$ cat config.mk
export PLATFORM = sky130hd
export DESIGN_NAME = alu_seq
export DESIGN_NICKNAME = d
export VERILOG_FILES = /design/src/rtl/alu_seq.sv
export SDC_FILE = /design/constraint.sdc
export NUM_CORES = 1
export LEC_CHECK = 0
export ABC_AREA = 0
export ABC_CLOCK_PERIOD_IN_PS = 3670
export BUFFER_PORTS_ARGS = -buffer_cell sky130_fd_sc_hd__buf_2
export CAP_MARGIN = 20
export CORE_MARGIN = 2
export CORE_UTILIZATION = 62
export DETAILED_ROUTE_END_ITERATION = 10
export HOLD_SLACK_MARGIN = 0.06
export PLACE_DENSITY = 0.9
export REMOVE_ABC_BUFFERS = 1
export SLEW_MARGIN = 20
export SYNTH_ARGS = -nofsm -noshare
export SYNTH_HDL_FRONTEND = slang
export SYNTH_SLANG_ARGS = --single-unit
$ cat constraint.sdc
create_clock -name clk -period 3.67 [get_ports clk]
set_input_delay 0.1835 -clock clk [delete_from_list [all_inputs] [get_ports clk]]
set_output_delay 0.1835 -clock clk [all_outputs]
set_load 0.01 [all_outputs]
$ cat src/rtl/alu_seq.sv
// Handshaked sequential ALU: single-cycle arithmetic/logic plus iterative
// shifts, rotates and a shift-add multiplier, with results held until retired.
module alu_seq #(
    parameter int WIDTH = 8
) (
    input  logic             clk,
    input  logic             reset,
    input  logic             in_valid,
    output logic             in_ready,
    input  logic [3:0]       op,
    input  logic [WIDTH-1:0] in1,
    input  logic [WIDTH-1:0] in2,
    output logic             out_valid,
    input  logic             out_ready,
    output logic [WIDTH-1:0] out,
    output logic             carry,
    output logic             overflow,
    output logic             zero,
    output logic             negative,
    output logic             illegal,
    output logic             busy
);

    localparam logic [3:0] OP_ADD = 4'd0;
    localparam logic [3:0] OP_SUB = 4'd1;
    localparam logic [3:0] OP_AND = 4'd2;
    localparam logic [3:0] OP_OR  = 4'd3;
    localparam logic [3:0] OP_XOR = 4'd4;
    localparam logic [3:0] OP_LSH = 4'd5;
    localparam logic [3:0] OP_RSH = 4'd6;
    localparam logic [3:0] OP_ASR = 4'd7;
    localparam logic [3:0] OP_ROL = 4'd8;
    localparam logic [3:0] OP_ROR = 4'd9;
    localparam logic [3:0] OP_MUL = 4'd10;

    localparam logic [WIDTH-1:0] W_VAL = WIDTH'(WIDTH);

    typedef enum logic [1:0] {IDLE, EXEC, DONE} state_t;

    state_t                 state, state_next;
    logic [3:0]             op_r;
    logic [WIDTH-1:0]       work;
    logic [WIDTH-1:0]       cnt;
    logic [2*WIDTH-1:0]     mcand;
    logic [2*WIDTH-1:0]     acc;

    logic                   accept;
    logic                   is_shift, is_rot, multi;
    logic [WIDTH-1:0]       amt;
    logic [WIDTH:0]         sum;
    logic [WIDTH-1:0]       diff;
    logic [WIDTH-1:0]       imm_out;
    logic                   imm_carry, imm_ovf, imm_ill;
    logic [WIDTH-1:0]       sh_next;
    logic                   sh_bit;
    logic [2*WIDTH-1:0]     acc_next;
    logic                   last;
    logic                   res_load;
    logic [WIDTH-1:0]       res_out;
    logic                   res_carry, res_ovf, res_ill;

    // in_ready looks through to out_ready in DONE so results can stream back-to-back
    assign in_ready  = !reset && ((state == IDLE) || ((state == DONE) && out_ready));
    assign accept    = in_valid && in_ready;
    assign out_valid = (state == DONE);
    assign busy      = (state == EXEC);
    assign negative  = out[WIDTH-1];

    always_comb begin
        sum       = {1'b0, in1} + {1'b0, in2};
        diff      = in1 - in2;
        is_shift  = (op >= OP_LSH) && (op <= OP_ROR);
        is_rot    = (op == OP_ROL) || (op == OP_ROR);
        amt       = is_rot ? (in2 % W_VAL) : ((in2 > W_VAL) ? W_VAL : in2);
        multi     = (op == OP_MUL) || (is_shift && (amt != '0));
        imm_out   = '0;
        imm_carry = 1'b0;
        imm_ovf   = 1'b0;
        imm_ill   = 1'b0;
        case (op)
            OP_ADD: begin
                imm_out   = sum[WIDTH-1:0];
                imm_carry = sum[WIDTH];
                imm_ovf   = (in1[WIDTH-1] == in2[WIDTH-1]) && (sum[WIDTH-1] != in1[WIDTH-1]);
            end
            OP_SUB: begin
                imm_out   = diff;
                imm_carry = (in1 < in2);
                imm_ovf   = (in1[WIDTH-1] != in2[WIDTH-1]) && (diff[WIDTH-1] != in1[WIDTH-1]);
            end
            OP_AND: imm_out = in1 & in2;
            OP_OR:  imm_out = in1 | in2;
            OP_XOR: imm_out = in1 ^ in2;
            OP_LSH, OP_RSH, OP_ASR, OP_ROL, OP_ROR: imm_out = in1;
            OP_MUL: imm_out = '0;
            default: imm_ill = 1'b1;
        endcase
    end

    // One bit per EXEC cycle; sh_bit is the bit leaving (or wrapping) on this step
    always_comb begin
        sh_next = work;
        sh_bit  = 1'b0;
        case (op_r)
            OP_LSH: begin sh_next = {work[WIDTH-2:0], 1'b0};         sh_bit = work[WIDTH-1]; end
            OP_RSH: begin sh_next = {1'b0, work[WIDTH-1:1]};         sh_bit = work[0];       end
            OP_ASR: begin sh_next = {work[WIDTH-1], work[WIDTH-1:1]}; sh_bit = work[0];      end
            OP_ROL: begin sh_next = {work[WIDTH-2:0], work[WIDTH-1]}; sh_bit = work[WIDTH-1]; end
            OP_ROR: begin sh_next = {work[0], work[WIDTH-1:1]};      sh_bit = work[0];       end
            default: ;
        endcase
        acc_next = acc + (work[0] ? mcand : '0);
        last     = (cnt == WIDTH'(1));
    end

    always_comb begin
        state_next = state;
        res_load   = 1'b0;
        res_out    = imm_out;
        res_carry  = imm_carry;
        res_ovf    = imm_ovf;
        res_ill    = imm_ill;
        case (state)
            IDLE, DONE: begin
                if (accept) begin
                    state_next = multi ? EXEC : DONE;
                    res_load   = !multi;
                end else if ((state == DONE) && out_ready) begin
                    state_next = IDLE;
                end
            end
            EXEC: begin
                if (last) begin
                    state_next = DONE;
                    res_load   = 1'b1;
                    res_ovf    = 1'b0;
                    res_ill    = 1'b0;
                    if (op_r == OP_MUL) begin
                        res_out   = acc_next[WIDTH-1:0];
                        res_carry = |acc_next[2*WIDTH-1:WIDTH];
                    end else begin
                        res_out   = sh_next;
                        res_carry = sh_bit;
                    end
                end
            end
            default: state_next = IDLE;
        endcase
    end

    // Result registers load only on DONE entry so they stay frozen through EXEC
    always_ff @(posedge clk) begin
        if (reset) begin
            state    <= IDLE;
            op_r     <= '0;
            work     <= '0;
            cnt      <= '0;
            mcand    <= '0;
            acc      <= '0;
            out      <= '0;
            carry    <= 1'b0;
            overflow <= 1'b0;
            zero     <= 1'b0;
            illegal  <= 1'b0;
        end else begin
            state <= state_next;
            if (accept) begin
                op_r  <= op;
                work  <= (op == OP_MUL) ? in2 : in1;
                cnt   <= (op == OP_MUL) ? W_VAL : amt;
                mcand <= {{WIDTH{1'b0}}, in1};
                acc   <= '0;
            end else if (state == EXEC) begin
                cnt   <= cnt - WIDTH'(1);
                work  <= (op_r == OP_MUL) ? (work >> 1) : sh_next;
                mcand <= mcand << 1;
                acc   <= acc_next;
            end
            if (res_load) begin
                out      <= res_out;
                carry    <= res_carry;
                overflow <= res_ovf;
                illegal  <= res_ill;
                zero     <= (res_out == '0);
            end
        end
    end

endmodule

# Yosys cells after proc, flatten, opt, wreduce, memory -nomap -nowiden
# Index checks and enable logic that the tools add are counted.
[op_classes] add_sub_neg=4 magnitude_cmp=4 eq_ne=25 mux=36 bitwise=3 n_reduce_logical=25
[op_table] operator="$mux W8" n=14
[op_table] operator="$pmux W8 S6" n=1
[op_table] operator="$pmux W8 S5" n=1
[op_table] operator="$eq A4 B3 Y1 const B" n=7
[op_table] operator="$eq A4 B4 Y1 const B" n=6
[op_table] operator="$add A16 B16 Y16" n=1
[op_table] operator="$mux W16" n=1
[op_table] operator="$reduce_or A11 Y1" n=1
[op_table] operator="$mux W1" n=10
[op_table] operator="$add A8 B8 Y9" n=1
[op_table] operator="$and A8 B8 Y8" n=1
[op_table] operator="$eq A4 B2 Y1 const B" n=2
[op_table] operator="$eq A8 B1 Y1 const B" n=1
[op_table] operator="$gt A8 B4 Y1 const B" n=1
[op_table] operator="$logic_not A8 Y1" n=1
[op_table] operator="$lt A8 B8 Y1" n=1
[op_table] operator="$mux W2" n=4
[op_table] operator="$or A8 B8 Y8" n=1
[op_table] operator="$pmux W1 S2" n=4
[op_table] operator="$reduce_bool A8 Y1" n=1
[op_table] operator="$reduce_or A8 Y1" n=1
[op_table] operator="$sub A8 B1 Y8 const B" n=1
[op_table] operator="$sub A8 B8 Y8" n=1
[op_table] operator="$xor A8 B8 Y8" n=1
[op_table] operator="other kinds (20)" n=33
[word_totals] regBits=66 output_inout_bits=16 word_cells=109

# Longest topological paths before layout
[logic_depth] depth_word=9 ltp_mapped=12 depth_no_buf=10

# Least setup slack after synthesis
# Ideal clock, no wire load.
[synth_path] kind="reg-to-reg" from="register work[0]" to="register carry" setup_ns=0.136 arrival_ns=2.647 t_required_ns=3.534 setup_slack_ns=0.887 stages_incl_launch_ff=12 cell_sequence="dfxtp_1 > clkbuf_1 > clkbuf_1 > and2_1 > ha_1 > and2_1 > a41o_1 > or2_1 > a211o_1 > a2111o_1 > nand3_1 > a41oi_1"
[synth_between] elab_chain_cells=6
[synth_lines] element="start: declaration" line="42" source="logic [WIDTH-1:0] work;"
[synth_lines] element="start signal: assignment" line="169" source="work <= (op == OP_MUL) ? in2 : in1;"
[synth_lines] element="start signal: assignment" line="175" source="work <= (op_r == OP_MUL) ? (work >> 1) : sh_next;"
[synth_lines] element="$mux W16" line="112" source="acc_next = acc + (work[0] ? mcand : '0);"
[synth_lines] element="$add A16 B16 Y16" line="112"
[synth_lines] element="$reduce_or A8 Y1" line="140" source="res_carry = |acc_next[2*WIDTH-1:WIDTH];"
[synth_lines] element="$mux W1 *" line="138" source="if (op_r == OP_MUL) begin"
[synth_lines] element="$mux W1 *" line="133" source="if (last) begin"
[synth_lines] element="$mux W1 *" line="123" source="case (state)"
[synth_lines] element="end signal: assignment" line="181" source="carry <= res_carry;"
[synth_lines] element="end: declaration" line="16" source="output logic carry,"
# Every way passes the cells marked *; elsewhere a longest branch is shown, timed or not.
# A chain may end at the register's enable or synchronous reset.

# Final worst setup path
# Ends and elaborated chain as after synthesis.

==> key figures <==
Finish
  • Final net count: 802
  • Filler Cell Count: 720
  • Share of cells above drive strength 1: 11.4%
  • Register area: 0.00132 mm^2
  • Post-layout util: 68.0%
  • Diodes inserted: 0
  • Synthesis-to-finish area growth: 7.56%
  • Combined area of the multi-input logic cells: 0.00380 mm^2

Synth
  • Syn Std Cell Area: 0.00546 mm^2
  • Synth warn: 0
  • Distinct cell type count after synthesis: 84
  • Synth Flop Type: dfxtp_1
  • Avg Inst Size Synth: 7.56 um^2
  • Number of flops mapped to enable cells by yosys: 0
  • Synth Instances: 722
  • Share of the yosys chip area belonging to registers: 24.2%
  • Synth async-reset ratio: 0%
  • FF+latch count, synth: 66

Die
  • Rows: 34
  • Initial Util: 63.2%
  • Die W: 97.8 um
  • Core Footprint: 0.00864 mm^2
  • Chip height: 97.8 um
  • Die area: 0.00957 mm^2
  • Top Ports: 40

STA
  • Sum Neg Setup Slack: 0 ps
  • Setup violators final: 0
  • RSZ-0062 raised after global routing: no
  • Post-route setup slack: 490 ps
  • F_max: 0.314 GHz
  • Slew @ Worst Pin: 775 ps
  • Slew HR: 48.2%
  • Final Hold Vio Count: 0
  • Worst Hold Margin: 144 ps
  • Min cycle time layout: 3180 ps
  • Ratio of final minimum period to clock period: 86.7%
  • Fin. max-slew vios: 0
  • Clk_skew: 11.9 ps

Drt
  • DR vias/cell: 6.72
  • Final WL: 15.8 mm
  • Routed vias: 5,686
  • Initial drt markers: 621
  • Metal3 WL: 1.59 mm
  • DRC viols: 0
  • Met1 wire length: 6.74 mm
  • Drt wl/cell: 18.7 um
  • Final ANT Viol Nets: 0
  • Top sig layer: met4
  • Drt first pass iters: 6
  • Routed wire length on met2: 7.13 mm

GRT
  • Overall global routing resource usage: 33.2%
  • GR Overflow Total: 0
  • Largest net degree at the start of global routing: 45
  • Vias in the first global route: 5,373
  • Global-route wire length before repair: 26.3 mm
  • Initial antenna violation count: 0

Clock network
  • H-tree depth: 3
  • TritonCTS Buffers: 9
  • CTS max path bufs: 2
  • Clk sinks: 66
  • Worst-path clk slew: 80 ps
  • Hold Buf Count CTS: 0
  • CTS root buf: clkbuf_8
  • CTS tree: done
  • Post-CTS sizing: 0
  • Worst skew pair latency: 350 ps
  • Post-CTS Setup Inserts: 0

Worst setup path
  • Critical-path cell list: and2_1 -> ha_1 -> fa_1 -> a211oi_1 -> o21ai_0 -> a31oi_1 -> mux2i_1 -> nand3_1 -> nor4_1 -> a41oi_1
  • Startpoint types: flip-flop
  • Critical path's slowest cell: dfxtp_1
  • Worst path arrival time: 3410 ps
  • CP max stage delay: 510 ps
  • Crit-path leading delay family: compound AO/OA/AOI/OAI gates
  • Buf/Inv on CP: 0
  • Worst Path Max Fanout: 22
  • Data required time of the worst path: 3900 ps
  • CP Capture Type: flip-flop
  • Crit Path Class: reg2reg

Pwr
  • Leakage: 2.54 nW
  • Tot Pwr: 1.93 mW
  • Power Density: 329 mW/mm^2
  • VDD IR-drop max: 0.229 mV

Placed design
  • IO buf count: 39
  • Pre-CTS setup slack: 543 ps
  • Placer Congestion: 0.991
  • DP HPWL: 11.6 mm

Worst hold path
  • Hold crit path type: in2reg

Job
  • Max-cap violations: 0

Outcome
  • Status: finished, final reports clean
## per-layer routing
metal	vias to the layer above	GRT usage (%)
met5	-	0
met4	0	12.1
met3	47	6.87
met2	345	51.2
met1	2629	45.9
li1	2665	-
## cell type report
class / instances / area share [%]
clock inverter: 5 / 1.45
timing repair buffer: 46 / 4.22
inverter: 34 / 2.17
multi-input combinational: 576 / 64.8
sequential: 66 / 22.5
tap: 108 / 2.30
clock buffer: 11 / 2.58
## where the power goes
part / switching, mW / internal, mW
combinational: 0.261 / 0.151
clock: 0.310 / 0.423
sequential: 0.0394 / 0.746
## synthesized netlist by cell type, types with 3 or more instances
library cell / n / area [um^2]
xnor2_1: 10 / 87.6
a222oi_1: 3 / 30.0
inv_1: 32 / 120
nand2_1: 97 / 364
nand2b_1: 8 / 50.1
nand3_1: 16 / 80.1
o21bai_1: 4 / 30.0
a211o_1: 3 / 26.3
a21oi_1: 70 / 350
nand4_1: 4 / 25.0
xor2_1: 7 / 61.3
a41o_1: 3 / 30.0
a211oi_1: 18 / 135
o211ai_1: 8 / 60.1
or3_1: 4 / 25.0
and2_1: 21 / 131
nor2_1: 54 / 203
buf_1: 3 / 11.3
o31ai_1: 6 / 45.0
clkbuf_1: 30 / 113
o21a_1: 3 / 22.5
nor4_1: 3 / 18.8
a22oi_1: 11 / 82.6
and3_1: 10 / 62.6
dfxtp_1: 66 / 1320
o21ai_0: 32 / 160
nor2b_1: 6 / 37.5
ha_1: 42 / 526
nand3b_1: 6 / 45.0
buf_2: 8 / 40.0
a311oi_1: 6 / 52.6
or2_2: 3 / 18.8
nor3_1: 15 / 75.1
fa_1: 3 / 60.1
mux2i_1: 3 / 30.0
a21o_1: 13 / 97.6
nor3b_1: 4 / 30.0
a221oi_1: 11 / 96.3
a31oi_1: 13 / 81.3
## registers in the layout, indices dropped and copies added (netlist names)
signal and count:
acc 16, carry 1, cnt 8, illegal 1, mcand 16, op_r 4, out 8, overflow 1
state 2, work 8, zero 1
## worst paths after layout
path         startpoint  depth (start not counted)         to  slack [ps]
max             work[0]                         10      carry         490
min              in1[0]                          3   mcand[0]         140
max reg2reg     work[0]                         10      carry         490
min reg2reg   mcand[11]                          2  mcand[12]         460
## tightest hold or removal path: cells and delay by family
kind / cells / cell delay [ps]
AND/OR/NAND/NOR: 1 / 60
AO/OA/AOI/OAI: 1 / 50
buffers and inverters: 1 / 140
## cell families after synthesis
group | Yosys count | share of synthesized area (%)
mux | 3 | 0.550
xor+xnor | 17 | 2.73
fa+ha+maj | 45 | 10.7
flops | 66 | 24.2
buf+inv | 80 | 6.12
compound gates | 237 | 29.7
simple gates | 274 | 26.0
## placed cells by master, fill, tap and decap left out, types with 7 or more instances in the layout
cell,synthesis,final
a211oi_1,18,18
buf_4,2,7
clkbuf_8,0,11
xnor2_1,10,10
nor2_1,54,54
nand2_1,97,97
inv_1,32,32
o211ai_1,8,8
a31oi_1,13,13
xor2_1,7,7
and3_1,10,10
a21oi_1,70,70
nor3_1,15,15
dfxtp_1,66,66
buf_2,8,39
ha_1,42,42
nand3_1,16,16
a221oi_1,11,11
o21ai_0,32,32
nand2b_1,8,8
a21o_1,13,13
and2_1,21,21
a22oi_1,11,11
## metrics by stage
step           instances  cell area, um^2
2_1_floorplan        676             5250
3_3_place_gp         830             5640
3_5_place_dp         830             5640
4_1_cts              846             5870
5_1_grt              846             5870
6_report             846             5870
No activity file was read; power rests on OpenSTA's default activity.
